<file path="config.mk">
export PLATFORM = sky130hd
export DESIGN_NAME = adc_channel_scheduler
export DESIGN_NICKNAME = d
export VERILOG_FILES = /design/src/rtl/adc_sched_pkg.sv /design/src/rtl/adc_channel_scheduler_sample_tick_gen.sv /design/src/rtl/adc_channel_scheduler.sv
export SDC_FILE = /design/constraint.sdc
export NUM_CORES = 1
export LEC_CHECK = 0
export ABC_CLOCK_PERIOD_IN_PS = 2050
export CAP_MARGIN = 20
export CORE_MARGIN = 2
export CORE_UTILIZATION = 40
export DETAILED_ROUTE_END_ITERATION = 8
export PLACE_DENSITY = 0.64
export REMOVE_ABC_BUFFERS = 1
export SETUP_SLACK_MARGIN = 0.1
export SLEW_MARGIN = 0
export SYNTH_ARGS = -nofsm -noshare
export SYNTH_HDL_FRONTEND = slang
export SYNTH_SLANG_ARGS = --single-unit
</file>
<file path="constraint.sdc">
create_clock -name clk -period 2.05 [get_ports clk]
set_input_delay 0.5125 -clock clk [delete_from_list [all_inputs] [get_ports clk]]
set_output_delay 0.5125 -clock clk [all_outputs]
set_load 0.1 [all_outputs]
</file>
<file path="src/rtl/adc_sched_pkg.sv">
// ---------------------------------------------------------------------------
// adc_sched_pkg
// Shared types and helpers for the ADC channel scheduler:
//   - sched_state_e : scheduler FSM states
//   - ADC_CODE_W    : width of the averaged ADC code
//   - ch_width()    : channel-select width for a given channel count
//   - rr_next()     : round-robin search for the next participating channel
// ---------------------------------------------------------------------------
package adc_sched_pkg;

    localparam int ADC_CODE_W = 12;
    localparam int MAX_CH     = 8;

    typedef enum logic [2:0] {
        ST_IDLE,
        ST_CLEAR,
        ST_SETTLE,
        ST_ACCUM,
        ST_WAIT,
        ST_CAPTURE
    } sched_state_e;

    // A single channel still needs a 1-bit select so the port exists.
    function automatic int ch_width(input int num_ch);
        return (num_ch <= 1) ? 1 : $clog2(num_ch);
    endfunction

    // First set mask bit at or after ptr, wrapping at num_ch.
    // Caller guarantees mask != 0 and ptr < num_ch; returns 0 otherwise.
    function automatic logic [2:0] rr_next(input logic [MAX_CH-1:0] mask,
                                           input logic [2:0]        ptr,
                                           input int                num_ch);
        logic [2:0] sel;
        logic       found;
        int         idx;
        sel   = '0;
        found = 1'b0;
        for (int i = 0; i < MAX_CH; i++) begin
            if (i < num_ch) begin
                idx = int'(ptr) + i;
                if (idx >= num_ch) begin
                    idx = idx - num_ch;
                end
                if (!found && mask[idx]) begin
                    found = 1'b1;
                    sel   = 3'(idx);
                end
            end
        end
        return sel;
    endfunction

endpackage

</file>
<file path="src/rtl/adc_channel_scheduler_sample_tick_gen.sv">
// ---------------------------------------------------------------------------
// sample_tick_gen
// Free-running sample-rate divider. While run is high the counter cycles
// 0..SAMPLE_DIV-1 and tick is asserted on the SAMPLE_DIV-1 cycle. While run
// is low the counter is held at zero, so the first tick after run rises
// lands SAMPLE_DIV cycles after the last run-low cycle.
// Ports:
//   clk   in  system clock
//   reset in  synchronous active-high reset
//   run   in  counter enable
//   tick  out one-cycle sample tick (combinational from the counter)
// ---------------------------------------------------------------------------
module sample_tick_gen
    import adc_sched_pkg::*;
#(
    parameter int SAMPLE_DIV = 1000
) (
    input  logic clk,
    input  logic reset,
    input  logic run,
    output logic tick
);

    localparam int CNT_W = $clog2(SAMPLE_DIV);

    logic [CNT_W-1:0] cnt_q;
    logic [CNT_W-1:0] cnt_d;
    logic             at_end;

    always_comb begin
        at_end = (cnt_q == CNT_W'(SAMPLE_DIV - 1));
        cnt_d  = cnt_q;
        if (!run || at_end) begin
            cnt_d = '0;
        end else begin
            cnt_d = cnt_q + CNT_W'(1);
        end
    end

    assign tick = run && at_end;

    always_ff @(posedge clk) begin
        if (reset) begin
            cnt_q <= '0;
        end else begin
            cnt_q <= cnt_d;
        end
    end

endmodule

</file>
<file path="src/rtl/adc_channel_scheduler.sv">
// ---------------------------------------------------------------------------
// adc_channel_scheduler
// Round-robin time-multiplexer for one PWM-ADC averager. Per channel:
// select -> flush averager (CLEAR) -> discard SETTLE_SAMPLES ticks ->
// strobe 2^POWER samples -> one latency cycle (WAIT) -> capture (CAPTURE).
// Optional build macro ADC_SCHED_HOLD_EN adds a per-channel result bank
// with ports rd_ch / rd_data (combinational read, out-of-range reads 0).
// Ports:
//   clk, reset        system clock, synchronous active-high reset
//   enable            run scheduler; low aborts the current window
//   ch_mask           channel participation mask, sampled at selection
//   avg_Q             averaged code from the averager
//   ch_sel            front-end mux select
//   avg_EN, avg_clr   one-cycle sample strobe / flush to the averager
//   result_valid      one-cycle pulse, result_data/result_ch updated
//   result_data/_ch   captured code and its channel
//   ready             high while idle
// All outputs are registered.
// ---------------------------------------------------------------------------
module adc_channel_scheduler
    import adc_sched_pkg::*;
#(
    parameter  int NUM_CH         = 3,
    parameter  int POWER          = 8,
    parameter  int SAMPLE_DIV     = 1000,
    parameter  int SETTLE_SAMPLES = 4,
    localparam int CH_W           = ch_width(NUM_CH)
) (
    input  logic                  clk,
    input  logic                  reset,
    input  logic                  enable,
    input  logic [NUM_CH-1:0]     ch_mask,
    input  logic [ADC_CODE_W-1:0] avg_Q,
`ifdef ADC_SCHED_HOLD_EN
    input  logic [CH_W-1:0]       rd_ch,
    output logic [ADC_CODE_W-1:0] rd_data,
`endif
    output logic [CH_W-1:0]       ch_sel,
    output logic                  avg_EN,
    output logic                  avg_clr,
    output logic                  result_valid,
    output logic [ADC_CODE_W-1:0] result_data,
    output logic [CH_W-1:0]       result_ch,
    output logic                  ready
);

    localparam int SAMPLE_W = POWER + 1;
    localparam int SETTLE_W = 4;

    sched_state_e          state_q, state_d;
    logic [CH_W-1:0]       ch_sel_q, ch_sel_d;
    logic [CH_W-1:0]       rr_ptr_q, rr_ptr_d;
    logic [SETTLE_W-1:0]   settle_cnt_q, settle_cnt_d;
    logic [SAMPLE_W-1:0]   sample_cnt_q, sample_cnt_d;
    logic                  avg_en_q, avg_en_d;
    logic                  avg_clr_q, avg_clr_d;
    logic                  result_valid_q, result_valid_d;
    logic [ADC_CODE_W-1:0] result_data_q, result_data_d;
    logic [CH_W-1:0]       result_ch_q, result_ch_d;
    logic                  ready_q, ready_d;

    logic                  tick;
    logic                  run;
    logic                  have_ch;
    logic [CH_W-1:0]       ptr_after_cap;

    // Counter is held at zero in IDLE and CLEAR, which both zeroes it at
    // the flush and keeps it stopped while idle.
    assign run     = (state_q != ST_IDLE) && (state_q != ST_CLEAR);
    assign have_ch = enable && (|ch_mask);
    assign ptr_after_cap = (ch_sel_q == CH_W'(NUM_CH - 1)) ? '0 : ch_sel_q + CH_W'(1);

    sample_tick_gen #(
        .SAMPLE_DIV (SAMPLE_DIV)
    ) u_tick (
        .clk   (clk),
        .reset (reset),
        .run   (run),
        .tick  (tick)
    );

    always_comb begin
        state_d        = state_q;
        ch_sel_d       = ch_sel_q;
        rr_ptr_d       = rr_ptr_q;
        settle_cnt_d   = settle_cnt_q;
        sample_cnt_d   = sample_cnt_q;
        avg_en_d       = 1'b0;
        result_valid_d = 1'b0;
        result_data_d  = result_data_q;
        result_ch_d    = result_ch_q;

        case (state_q)
            ST_IDLE: begin
                if (have_ch) begin
                    ch_sel_d = CH_W'(rr_next(MAX_CH'(ch_mask), 3'(rr_ptr_q), NUM_CH));
                    state_d  = ST_CLEAR;
                end
            end
            ST_CLEAR: begin
                settle_cnt_d = '0;
                sample_cnt_d = '0;
                state_d      = (SETTLE_SAMPLES == 0) ? ST_ACCUM : ST_SETTLE;
            end
            ST_SETTLE: begin
                if (tick) begin
                    if (settle_cnt_q == SETTLE_W'(SETTLE_SAMPLES - 1)) begin
                        state_d = ST_ACCUM;
                    end else begin
                        settle_cnt_d = settle_cnt_q + SETTLE_W'(1);
                    end
                end
            end
            ST_ACCUM: begin
                if (tick) begin
                    avg_en_d     = 1'b1;
                    sample_cnt_d = sample_cnt_q + SAMPLE_W'(1);
                    if (sample_cnt_q == SAMPLE_W'((1 << POWER) - 1)) begin
                        state_d = ST_WAIT;
                    end
                end
            end
            ST_WAIT: begin
                state_d = ST_CAPTURE;
            end
            ST_CAPTURE: begin
                result_valid_d = 1'b1;
                result_data_d  = avg_Q;
                result_ch_d    = ch_sel_q;
                rr_ptr_d       = ptr_after_cap;
                if (have_ch) begin
                    ch_sel_d = CH_W'(rr_next(MAX_CH'(ch_mask), 3'(ptr_after_cap), NUM_CH));
                    state_d  = ST_CLEAR;
                end else begin
                    state_d = ST_IDLE;
                end
            end
            default: begin
                state_d = ST_IDLE;
            end
        endcase

        // Abort: the window is already complete once CAPTURE is reached, so
        // CAPTURE itself handles enable low by publishing and going idle.
        if (!enable && (state_q != ST_IDLE) && (state_q != ST_CAPTURE)) begin
            state_d  = ST_IDLE;
            avg_en_d = 1'b0;
        end

        // Strobes decoded from the next state so they are registered yet
        // coincide with the CLEAR / IDLE cycles themselves.
        avg_clr_d = (state_d == ST_CLEAR);
        ready_d   = (state_d == ST_IDLE);
    end

    always_ff @(posedge clk) begin
        if (reset) begin
            state_q        <= ST_IDLE;
            ch_sel_q       <= '0;
            rr_ptr_q       <= '0;
            settle_cnt_q   <= '0;
            sample_cnt_q   <= '0;
            avg_en_q       <= 1'b0;
            avg_clr_q      <= 1'b0;
            result_valid_q <= 1'b0;
            result_data_q  <= '0;
            result_ch_q    <= '0;
            ready_q        <= 1'b1;
        end else begin
            state_q        <= state_d;
            ch_sel_q       <= ch_sel_d;
            rr_ptr_q       <= rr_ptr_d;
            settle_cnt_q   <= settle_cnt_d;
            sample_cnt_q   <= sample_cnt_d;
            avg_en_q       <= avg_en_d;
            avg_clr_q      <= avg_clr_d;
            result_valid_q <= result_valid_d;
            result_data_q  <= result_data_d;
            result_ch_q    <= result_ch_d;
            ready_q        <= ready_d;
        end
    end

    assign ch_sel       = ch_sel_q;
    assign avg_EN       = avg_en_q;
    assign avg_clr      = avg_clr_q;
    assign result_valid = result_valid_q;
    assign result_data  = result_data_q;
    assign result_ch    = result_ch_q;
    assign ready        = ready_q;

`ifdef ADC_SCHED_HOLD_EN
    logic [ADC_CODE_W-1:0] bank_q [NUM_CH];

    always_ff @(posedge clk) begin
        for (int i = 0; i < NUM_CH; i++) begin
            if (reset) begin
                bank_q[i] <= '0;
            end else if ((state_q == ST_CAPTURE) && (ch_sel_q == CH_W'(i))) begin
                bank_q[i] <= avg_Q;
            end
        end
    end

    // Select loop rather than a direct index so rd_ch values beyond
    // NUM_CH-1 fall through to zero.
    always_comb begin
        rd_data = '0;
        for (int i = 0; i < NUM_CH; i++) begin
            if (rd_ch == CH_W'(i)) begin
                rd_data = bank_q[i];
            end
        end
    end
`endif

endmodule

</file>
# [Word level (Yosys, flattened, before mapping)]
# Cells that the tools add are included.
[word_totals] reg_bits=48 input_bits=18 word_cells=157
[classes] add_sub_neg=14 n_lt_le_gt_ge=12 n_eq_ne=17 mux=73 bitwise=1 n_reduce_logical=28
[ops] cell="32-bit two-way mux" count=18
[ops] cell="32-bit by 5-bit < comparator with 1-bit output (second input constant)" count=6
[ops] cell="1-bit two-way mux" count=27
[ops] cell="1-bit binary-select mux with 3-bit select" count=6
[ops] cell="2-bit two-way mux" count=9
[ops] cell="3-bit two-way mux" count=6
[ops] cell="3-bit case mux with 6 select lines" count=1
[ops] cell="9-bit case mux with 2 select lines" count=1
[ops] cell="3-bit by 2-bit subtractor with 4-bit output (second input constant)" count=4
[ops] cell="3-bit by 2-bit greater-or-equal comparator with 1-bit output (second input constant)" count=4
[ops] cell="10-bit by 1-bit adder with 10-bit output (second input constant)" count=1
[ops] cell="10-bit == test (second input constant)" count=1
[ops] cell="2-bit != test (second input constant)" count=5
[ops] cell="9-bit by 1-bit adder with 9-bit output (second input constant)" count=1
[ops] cell="9-bit by 8-bit == test with 1-bit output (second input constant)" count=1
[ops] cell="1-bit logical AND" count=9
[ops] cell="9-bit two-way mux" count=1
[ops] cell="4-bit two-way mux" count=2
[ops] cell="4-bit case mux with 2 select lines" count=1
[ops] cell="2-bit by 1-bit adder with 3-bit output (second input constant)" count=2
[ops] cell="2-bit by 2-bit adder with 3-bit output (second input constant)" count=2
[ops] cell="3-bit by 1-bit == test with 1-bit output (second input constant)" count=2
[ops] cell="3-bit by 2-bit == test with 1-bit output (second input constant)" count=2
[ops] cell="3-bit == test (second input constant)" count=2
[ops] cell="other kinds (19)" count=31

# [Depth between registers and ports, before layout]
# Gate-level depths: netlist of the first run.
[logic_depth] word_depth=22 depth_mapped=9 mapped_depth_nobuf=9

# [By module]
# A second synthesis of the first run with hierarchy kept.
[unflattened] hier_cells=286 area_unflattened_um2=2323.5
[modules_own_cells] mod="adc_channel_scheduler" instances=1 cells_each=234 area_each_um2=1873.0 seq_area_each_um2=760.7
[modules_own_cells] mod="sample_tick_gen" instances=1 cells_each=52 area_each_um2=450.4 seq_area_each_um2=200.2

# [Worst setup path after synthesis of the first run]
# OpenSTA, ideal clock, no wires.
[synth_timing] path_kind="register to register" startpoint="register ch_sel_q[0], in the netlist ch_sel[0]" endpoint="register ch_sel_q[1], in the netlist ch_sel[1]" setup_ns=0.091 arrival_ns=2.786 slack_ns=-0.827 stages_incl_launch_ff=10 path_buffers=2 cell_sequence="dfxtp_1 -> clkbuf_1 -> nor2b_1 -> ha_1 -> clkbuf_1 -> mux2i_1 -> o31a_1 -> o32ai_1 -> nand3_1 -> a311oi_1"
[synth_between] elab_chain_cells=22 word_cells_on_any_way=44 cone_classes="6 x add/sub; 3 x order compare; 1 x eq/ne; 30 x mux; 4 x reduce/logical"
[synth_lines] element="from (decl)" line_no="adc_channel_scheduler.sv:51" rtl="logic [CH_W-1:0] ch_sel_q, ch_sel_d;"
[synth_lines] element="from (signal assigned)" line_no="adc_channel_scheduler.sv:171" rtl="ch_sel_q <= ch_sel_d;"
[synth_lines] element="2-bit by 1-bit adder with 2-bit output or 2-bit == test (tied branches)" line_no="adc_channel_scheduler.sv:71" rtl="assign ptr_after_cap = (ch_sel_q == CH_W'(NUM_CH - 1)) ? '0 : ch_sel_q + CH_W'(1);"
[synth_lines] element="2-bit two-way mux (*)" line_no="adc_channel_scheduler.sv:71"
[synth_lines] element="named net ptr_after_cap[1]" line_no="adc_channel_scheduler.sv:65" rtl="logic [CH_W-1:0] ptr_after_cap;"
[synth_lines] element="2-bit by 2-bit subtractor with 3-bit output or 2-bit greater-or-equal comparator (tied branches)" line_no="adc_sched_pkg.sv:42, adc_sched_pkg.sv:41"
[synth_lines] element="32-bit two-way mux" line_no="adc_sched_pkg.sv:41" rtl="if (idx >= num_ch) begin"
[synth_lines] element="32-bit two-way mux" line_no="adc_channel_scheduler.sv:131" rtl="if (have_ch) begin"
[synth_lines] element="32-bit two-way mux" line_no="adc_channel_scheduler.sv:93" rtl="case (state_q)"
[synth_lines] element="1-bit binary-select mux with 3-bit select" line_no="adc_sched_pkg.sv:44" rtl="if (!found && mask[idx]) begin"
[synth_lines] element="[7 not listed]"
[synth_lines] element="1-bit two-way mux" line_no="adc_sched_pkg.sv:44"
[synth_lines] element="1-bit two-way mux" line_no="adc_channel_scheduler.sv:131"
[synth_lines] element="1-bit two-way mux" line_no="adc_channel_scheduler.sv:93"
[synth_lines] element="1-bit logical NOT" line_no="adc_sched_pkg.sv:44"
[synth_lines] element="1-bit logical AND" line_no="adc_sched_pkg.sv:44"
[synth_lines] element="2-bit two-way mux (*)" line_no="adc_sched_pkg.sv:44"
[synth_lines] element="2-bit two-way mux (*)" line_no="adc_channel_scheduler.sv:131"
[synth_lines] element="2-bit case mux with 2 select lines (*)" line_no="adc_channel_scheduler.sv:93"
# The timed path passes the listed nets; every way through them passes the cells marked *. The select of a mux whose other input is x is not followed.
# A chain may end at the register's enable or synchronous reset.

# [Final worst setup path of the first run]
[layout_timing] startpoint="register u_tick.cnt_q[0]" endpoint="register settle_cnt_q[1]"
[layout_between] elab_chain_cells=4
[layout_lines] element="from (decl)" line_no="adc_channel_scheduler_sample_tick_gen.sv:26" rtl="logic [CNT_W-1:0] cnt_q;"
[layout_lines] element="from (signal assigned)" line_no="adc_channel_scheduler_sample_tick_gen.sv:46" rtl="cnt_q <= cnt_d;"
[layout_lines] element="10-bit == test" line_no="adc_channel_scheduler_sample_tick_gen.sv:31" rtl="at_end = (cnt_q == CNT_W'(SAMPLE_DIV - 1));"
[layout_lines] element="1-bit logical AND" line_no="adc_channel_scheduler_sample_tick_gen.sv:40" rtl="assign tick = run && at_end;"
[layout_lines] element="2-bit != test (no source line)"
[layout_lines] element="3-bit AND reduction (no source line)"
[layout_lines] element="to (signal assigned)" line_no="adc_channel_scheduler.sv:173" rtl="settle_cnt_q <= settle_cnt_d;"
[layout_lines] element="to (decl)" line_no="adc_channel_scheduler.sv:53" rtl="logic [SETTLE_W-1:0] settle_cnt_q, settle_cnt_d;"
# Every way passes these cells.

==> impl_metrics.json, run 1 <==
{
  "port_buffers": 37,
  "period_share": 0.925,
  "core_area_mm2": 0.00585,
  "fin_util": 0.541,
  "n_fill_cell": 561,
  "postCtsHoldBufs": 0,
  "cp-end-kind": "register",
  "root_buffer": "clkbuf_8",
  "antenna_cells": 0,
  "antenna_left": 0,
  "whs_ns": 0.454,
  "vias": 2214,
  "antenna_found_initial": 0,
  "grt_start_max_net_pins": 19,
  "grt_pass1_wl_um": 9050,
  "yosysTopAreaCellShare": 0.400,
  "start_kind": "register",
  "worstPathMaxFanout": 5,
  "yosys.area.top_type": "dfxtp_1",
  "yosysWarnings": 0,
  "die_y_um": 81.5,
  "syn_area_per_cell_um2": 7.89,
  "cts_max_level": 2,
  "skew_ns": 0.0109,
  "timing.setup.critical_path_class": "register to register",
  "synthCells": 304,
  "drc": 0,
  "totalWireLength_um": 5460,
  "setup_viol": 0,
  "path_clk_slew_ns": 0.09,
  "status": "completed",
  "ys_types": 46,
  "initial_core_util": 0.410,
  "cts_max_path_buffers": 2,
  "syn-cell-area_mm2": 0.00240,
  "drv_slew": 0,
  "dr.pass1.iters": 6,
  "synthFlopType": "dfxtp_1",
  "cts_sinks": 48,
  "wl_per_cell_um": 12.6,
  "clkLatencyLatePin_ns": 0.30,
  "ys_seq_area_frac": 0.400,
  "min_path_type": "register to register",
  "die_area_mm2": 0.00663,
  "async_flop_share": 0,
  "cts_tree": "built",
  "synth-edff-count": 0,
  "fin_nets": 385,
  "worstPathArrival_ns": 2.15,
  "p_leak_uw": 0.00117,
  "first_global_vias": 1978,
  "worst_pin_slew_ns": 0.613,
  "powerDensity_mw_per_mm2": 627,
  "syn2layout_area_growth_pct": 31.9,
  "fmax_mhz": 527,
  "peakVddDrop_mv": 0.364,
  "ys_seq_elements": 48,
  "rows": 28,
  "grt-ovfl-total": 0,
  "dpl.hpwl_um": 3930,
  "die_w_um": 81.5,
  "via_per_inst": 5.10,
  "synthTopCellsByArea": "dfxtp_1 (40%), nand2_1 (7.7%), a21oi_1 (6.5%)",
  "min_period_ns": 1.90,
  "drive_gt1_frac": 0.206,
  "finalHoldViolations": 0,
  "pin_count": 38,
  "numCtsBuffers": 5,
  "gp_congestion": 0.804,
  "grt.total_usage": 0.176,
  "crit_required_ns": 2.30,
  "drt_iter0_markers": 111,
  "cap_viol_max_count": 0,
  "grt_setup_unrepaired": "yes",
  "slew-limit-headroom": 0.590
}
-- final cells by class --
class                           instances  area, µm²  area share
Multi-Input combinational cell        227       1370       0.432
Sequential cell                        48        965       0.305
Timing Repair Buffer                   67        574       0.181
Tap cell                               75       93.8      0.0296
Clock buffer                            5       68.8      0.0217
Clock inverter                          2       60.1      0.0190
Inverter                               10       37.5      0.0119
-- report_power, final --
part           leakage [µW]  switching, µW  total, µW  internal, µW
registers          0.000389           9.34        950           940
clock network     0.0000642            312        792           480
logic              0.000715            136        241           105
-- path summary, 6_finish.rpt --
kind,startpoint,end,slack (ns),cells after the start
max,u_tick.cnt_q[0],settle_cnt_q[1],0.15,6
min,result_ch[1],result_ch[1],0.45,2
max reg2reg,u_tick.cnt_q[0],settle_cnt_q[1],0.15,6
min reg2reg,result_ch[1],result_ch[1],0.45,2
-- critical path, stage by stage, from the launching register on --
cell,delay (ns)
dfxtp_2,0.34
ha_1,0.16
and4bb_1,0.23
nand3_2,0.13
o31a_1,0.37
or4b_4,0.50
a21oi_2,0.12
-- routing by layer --
layer / vias to the layer above / share of wire / GRT usage
li1: 1159 / - / -
met1: 1019 / 0.50 / 0.250
met2: 31 / 0.45 / 0.258
met3: 5 / 0.035 / 0.0385
met4: 0 / 0.014 / 0.0695
met5: - / 0 / 0
-- timing repair --
item,in CTS,in global routing
buffers inserted,0,4
setup endpoints to repair,4,9
resized for setup,2,16
pin swaps,1,4
hold endpoints to repair,0,0
-- cells in the final DEF (no fill, tap or decap), types with 3 or more instances in the layout --
cell,n
buf_4,48
nand2_1,49
dfxtp_1,45
mux2i_1,3
clkdlybuf4s50_1,14
nor3_1,5
xor2_1,4
nor4_1,3
nor2b_1,4
o21ai_0,10
a311oi_1,3
o31a_1,4
dfxtp_2,3
nand4b_1,3
xnor2_1,12
ha_1,7
and3_1,4
nor2_1,34
nand2b_1,5
nand3_1,9
a211oi_1,5
a21oi_1,29
inv_1,10
clkbuf_8,5
-- synth_stat cells (2+ instances only) --
library cell,number
nand2_1,49
dfxtp_1,48
nor2_1,35
a21oi_1,31
clkbuf_1,14
xnor2_1,12
o21ai_0,11
inv_1,10
nand3_1,9
ha_1,8
a211oi_1,5
nand2b_1,5
nor2b_1,5
nor3_1,5
a311oi_1,4
and3_1,4
o31a_1,4
xor2_1,4
buf_2,3
mux2i_1,3
nand4b_1,3
nor4_1,3
buf_1,2
nand3b_1,2
nand4_1,2
o31ai_1,2
or4_1,2
-- state kept, by name, summed over array words and instances (netlist names), 2 cells and up --
register	flops
u_tick.cnt_q	10
state_q	3
ch_sel	2
result_ch	2
settle_cnt_q	4
result_data	12
rr_ptr_q	2
sample_cnt_q	9
-- through the flow --
| step | area [µm²] | setup TNS [ns] | setup WS [ns] | instances | power [µW] |
|---|---|---|---|---|---|
| after floorplan | 2320 | -1.20 | -0.623 | 285 | 1090 |
| after global placement | 2960 | -0.872 | -0.309 | 423 | 1200 |
| after detailed placement | 2960 | -1.11 | -0.349 | 423 | 1200 |
| after CTS | 3090 | 0 | 0.107 | 430 | 1990 |
| after global routing | 3170 | 0 | 0.0639 | 434 | 2060 |
| final | 3170 | 0 | 0.153 | 434 | 1980 |
-- cells by family after synthesis --
group,Yosys count,synth area share
and+or+nand+nor,132,0.263
AOI/OAI and AO/OA,66,0.168
DFF,48,0.400
buffers and inverters,29,0.0469
xor gates and xnor gates,16,0.0584
adders and majority gates,9,0.0459
muxes,4,0.0172
No activity file was read; power rests on OpenSTA's default activity.
==> inputs of run 2 (changes only) <==
- RECOVER_POWER: unset -> 100
==> run 2 against run 1 <==
  * Sequential power barely moved
  * Global-route usage unchanged
  * Sequential share of layout area increased by 0.57 points
  * Cell count unchanged
  * Register-to-register slack lost 0.02 ns
  * Worst hold slack worse by 0.0014 ns
  * Critical path depth unchanged
  * Fmax shrank 1.0%
  * Via count about the same
  * Design area is 2.0% lower
  * Worst setup slack worse by 0.020 ns
  * Critical endpoint unchanged
==> impl_metrics.json, run 2 (synthesis results as in run 1) <==
{
  "most-common-layout-cells": "nand2_1 (49), dfxtp_1 (46), nor2_1 (34), a21oi_1 (29), buf_4 (26)",
  "cts_max_path_buffers": 2,
  "skew_ns": 0.0110,
  "path_depth": 6,
  "slowest_stage": "or4b_4",
  "core_area_mm2": 0.00585,
  "dp.cells": 423,
  "r2r.worst_path.cells": 6,
  "drv_slew": 0,
  "peakVddDrop_mv": 0.363,
  "final_common_cell": "nand2_1",
  "grt_pass1_wl_um": 9050,
  "powerDensity_mw_per_mm2": 636,
  "vias": 2215,
  "n_fill_cell": 581,
  "dpl.hpwl_um": 3930,
  "critPathBufInv": 0,
  "r2r-end": "settle_cnt_q[1]",
  "fmax_mhz": 522,
  "timing.setup.critical_path_class": "register to register",
  "p_sw_frac": 0.230,
  "min_period_ns": 1.92,
  "fin_cells": 434,
  "grt_start_max_net_pins": 19,
  "p_leak_uw": 0.00114,
  "path_clk_slew_ns": 0.09,
  "setup_viol": 0,
  "pin_count": 38,
  "comb_power_share": 0.119,
  "die_w_um": 81.5,
  "antenna_cells": 0,
  "clkLatencyLatePin_ns": 0.30,
  "drt_iter0_markers": 103,
  "wl_per_cell_um": 12.5,
  "grt.total_usage": 0.176,
  "worstPathArrival_ns": 2.16,
  "port_buffers": 37,
  "status": "completed",
  "period_share": 0.935,
  "first_global_vias": 1978,
  "pwr-share-clk": 0.400,
  "root_buffer": "clkbuf_8",
  "crit_family": "simple AND/OR/NAND/NOR gates",
  "via_per_inst": 5.10,
  "numCtsBuffers": 5,
  "crit_path_start": "u_tick.cnt_q[0]",
  "antenna_left": 0,
  "path_cells": "ha_1 -> and4bb_1 -> nand3_2 -> o31a_1 -> or4b_4 -> a21oi_2",
  "min_path_type": "register to register",
  "dr.pass1.iters": 4,
  "grt_setup_unrepaired": "yes",
  "largest_reg_flops": 12,
  "fin_nets": 385,
  "rows": 28,
  "cts_tree": "built",
  "totalWireLength_um": 5440,
  "slowest_delay_ns": 0.50,
  "power.internal_uw": 1520,
  "worst_r2r_startpoint": "u_tick.cnt_q[0]",
  "cap_viol_max_count": 0,
  "crit_required_ns": 2.30,
  "endpoint": "settle_cnt_q[1]",
  "cts_max_level": 2,
  "start_kind": "register",
  "die_area_mm2": 0.00663,
  "syn2layout_area_growth_pct": 29.3,
  "p_seq_frac": 0.481,
  "cts_sinks": 48,
  "worst_pin_slew_ns": 0.643,
  "tns_ns": 0,
  "worstPathMaxFanout": 5,
  "gp_congestion": 0.804,
  "drive_gt1_frac": 0.192,
  "grt-ovfl-total": 0,
  "cp-end-kind": "register",
  "power.net_switching_uw": 454,
  "die_y_um": 81.5,
  "initial_core_util": 0.410,
  "antenna_found_initial": 0,
  "drc": 0,
  "finalHoldViolations": 0,
  "rrSetupSlack_ns": 0.13,
  "slew-limit-headroom": 0.571
}
==> run 2: cell type report <==
class	count	area (µm²)	share of cell area
multi-input combinational	227	1360	0.439
sequential	48	963	0.310
timing repair buffer	67	518	0.167
tap	75	93.8	0.0302
clock buffer	5	68.8	0.0222
clock inverter	2	60.1	0.0194
inverter	10	37.5	0.0121
==> run 2: per-layer routing <==
layer / global-route usage / part of all wire / wire, µm / vias up
met5: 0 / 0 / 0 / -
met4: 0.0695 / 0.014 / 75 / 0
met3: 0.0385 / 0.036 / 195 / 5
met2: 0.258 / 0.45 / 2450 / 36
met1: 0.250 / 0.50 / 2730 / 1014
li1: - / - / - / 1160
==> run 2: repair_timing <==
| item | CTS | global route |
|---|---|---|
| endpoints found under the hold margin | 0 | 0 |
| hold buffers | 0 | 0 |
| pin swaps | 1 | 4 |
| setup endpoints to repair | 4 | 9 |
| buffers inserted | 0 | 4 |
| gates resized for setup | 2 | 16 |
==> run 2: worst reg2reg max path, cell delays in order (launching register included) <==
cell and delay (ns):
dfxtp_1 0.34, ha_1 0.17, and4bb_1 0.23, nand3_2 0.13, o31a_1 0.38, or4b_4 0.50
a21oi_2 0.12
==> run 2: how the worst min path moves through the flow <==
stage                    startpoint              end  slack, ns  depth (start not counted)
global route         result_data[4]   result_data[4]       0.48                          2
floorplan           sample_cnt_q[8]  sample_cnt_q[8]       0.43                          2
CTS                    result_ch[1]     result_ch[1]       0.46                          2
global placement    sample_cnt_q[8]  sample_cnt_q[8]       0.44                          2
finish                 result_ch[1]     result_ch[1]       0.45                          2
detailed placement     result_ch[1]     result_ch[1]       0.44                          2
==> run 2: power by group through the flow <==
| stage | sequential [µW] | combinational, µW | clock [µW] |
|---|---|---|---|
| floorplan | 1020 | 75.5 | 0 |
| global placement | 971 | 230 | 0 |
| detailed placement | 971 | 231 | 0 |
| CTS | 949 | 232 | 812 |
| global route | 951 | 254 | 854 |
| finish | 949 | 236 | 790 |
==> run 2: metrics by stage <==
step	instance area, µm²	hold WS (ns)	setup WS, ns	power (µW)	utilization
after global placement	2960	0.441	-0.309	1200	0.506
after detailed placement	2960	0.442	-0.349	1200	0.506
final	3100	0.453	0.133	1970	0.530
after global routing	3100	0.478	0.0362	2060	0.530
after floorplan	2320	0.426	-0.623	1090	-
after CTS	3090	0.455	0.107	1990	0.529
==> inputs of run 3 (changes only) <==
- CORE_UTILIZATION: 40 -> 48
- PLACE_DENSITY: 0.64 -> 0.74
==> run 3 against run 2 <==
  * Clock skew decreased by 0.0042 ns
  * Critical path depth unchanged
  * Fmax decreased by 1.3%
  * Total power decreased by 10%
  * Sequential power about the same
  * Critical path type unchanged
  * Count of clock-buffer cells in the layout increased by 1
  * Worst hold slack improved by 0.0039 ns
  * Clock power decreased by 27%
  * Global-route usage increased by 2.8 points
  * Design area decreased by 0.44%
==> impl_metrics.json, run 3 (synthesis results as in run 1) <==
{
  "root_buffer": "clkbuf_8",
  "core_area_mm2": 0.00479,
  "die_w_um": 74.7,
  "period_share": 0.947,
  "min_period_ns": 1.94,
  "worst_pin_slew_ns": 0.695,
  "drv_slew": 0,
  "first_global_vias": 1956,
  "crit_required_ns": 2.29,
  "p_leak_uw": 0.00111,
  "vias": 2208,
  "antenna_cells": 0,
  "timing.setup.critical_path_class": "register to register",
  "skew_ns": 0.00678,
  "cts_sinks": 48,
  "cts_tree": "built",
  "setup_viol": 0,
  "worstPathArrival_ns": 2.18,
  "cp-end-kind": "register",
  "largest_reg_flops": 12,
  "powerDensity_mw_per_mm2": 573,
  "cts_max_path_buffers": 2,
  "dpl.hpwl_um": 3910,
  "numCtsBuffers": 5,
  "whs_ns": 0.457,
  "status": "completed",
  "worstPathMaxFanout": 7,
  "antenna_left": 0,
  "grt_setup_unrepaired": "yes",
  "most-common-layout-cells": "nand2_1 (49), dfxtp_1 (46), nor2_1 (34), a21oi_1 (30), buf_4 (28)",
  "grt_start_max_net_pins": 20,
  "slew-limit-headroom": 0.537,
  "cts_max_level": 2,
  "totalWireLength_um": 5450,
  "die_y_um": 74.7,
  "fin_nets": 385,
  "drt_iter0_markers": 103,
  "path_cells": "ha_4 -> and4bb_2 -> nand3_4 -> o31a_1 -> or4b_4 -> a21oi_2",
  "via_per_inst": 5.17,
  "initial_core_util": 0.501,
  "cap_viol_max_count": 0,
  "gp_congestion": 0.795,
  "slowest_stage": "or4b_4",
  "drive_gt1_frac": 0.200,
  "dr.pass1.iters": 6,
  "die_area_mm2": 0.00558,
  "place_area_mm2": 0.00293,
  "start_kind": "register",
  "final_cell_area_mm2": 0.00309,
  "syn2layout_area_growth_pct": 28.7,
  "clkLatencyLatePin_ns": 0.29,
  "grt.total_usage": 0.204,
  "fmax_mhz": 515,
  "drc": 0,
  "slowest_delay_ns": 0.50,
  "grt_pass1_wl_um": 8870,
  "path_clk_slew_ns": 0.09,
  "min_path_type": "register to register",
  "pin_count": 38,
  "antenna_found_initial": 0,
  "port_buffers": 37,
  "final_common_cell": "nand2_1",
  "peakVddDrop_mv": 0.293,
  "finalHoldViolations": 0,
  "grt-ovfl-total": 0,
  "wl_per_cell_um": 12.8,
  "rows": 25
}
==> run 3: report_power, final <==
part	internal [µW]	switching (µW)
Combinational	108	140
Clock	270	305
Sequential	940	8.29
Total	1320	453
==> run 3: per-layer routing <==
layer / up-vias / wire length [µm] / track usage
met2: 28 / 2600 / 0.305
met4: 0 / 98 / 0.0913
met5: - / 0 / 0
met3: 8 / 140 / 0.0415
li1: 1159 / - / -
met1: 1013 / 2610 / 0.284
==> run 3: final timing paths <==
path | end | from | cells past startpoint | slack (ns)
setup / recovery | settle_cnt_q[1] | u_tick.cnt_q[0] | 6 | 0.11
hold / removal | result_data[10] | result_data[10] | 2 | 0.46
setup reg to reg | settle_cnt_q[1] | u_tick.cnt_q[0] | 6 | 0.11
hold reg to reg | result_data[10] | result_data[10] | 2 | 0.46
==> run 3: cell type report <==
cell class	count	area, µm²
multi-input combinational	227	1390
inverter	10	37.5
fill	429	1700
tap	67	83.8
clock inverter	2	10.0
clock buffer	6	82.6
sequential	48	963
timing repair buffer	67	518
==> run 3: through the flow <==
stage	cells	power, µW	util	TNS [ns]	worst slack [ns]
floorplan	285	1090	-	-1.20	-0.623
global placement	413	1200	0.613	-0.390	-0.164
detailed placement	413	1200	0.613	-0.546	-0.189
CTS	422	1780	0.637	0	0.105
global route	427	1850	0.645	0	0.00810
finish	427	1770	0.645	0	0.109
==> run 3: what timing repair did <==
| item | in CTS | in global routing |
|---|---|---|
| pin swaps | 1 | 3 |
| hold buffers | 0 | 0 |
| setup endpoints to repair | 4 | 8 |
| setup buffers | 1 | 5 |
| gates resized for setup | 4 | 14 |
==> run 3: worst max-delay path, delay by kind of cell (launching register included) <==
| family | cells | cell delay, ns |
|---|---|---|
| AND/OR/NAND/NOR | 3 | 0.89 |
| flip-flops | 1 | 0.37 |
| AO/OA/AOI/OAI | 2 | 0.49 |
| adder cells (fa/ha/maj) | 1 | 0.14 |
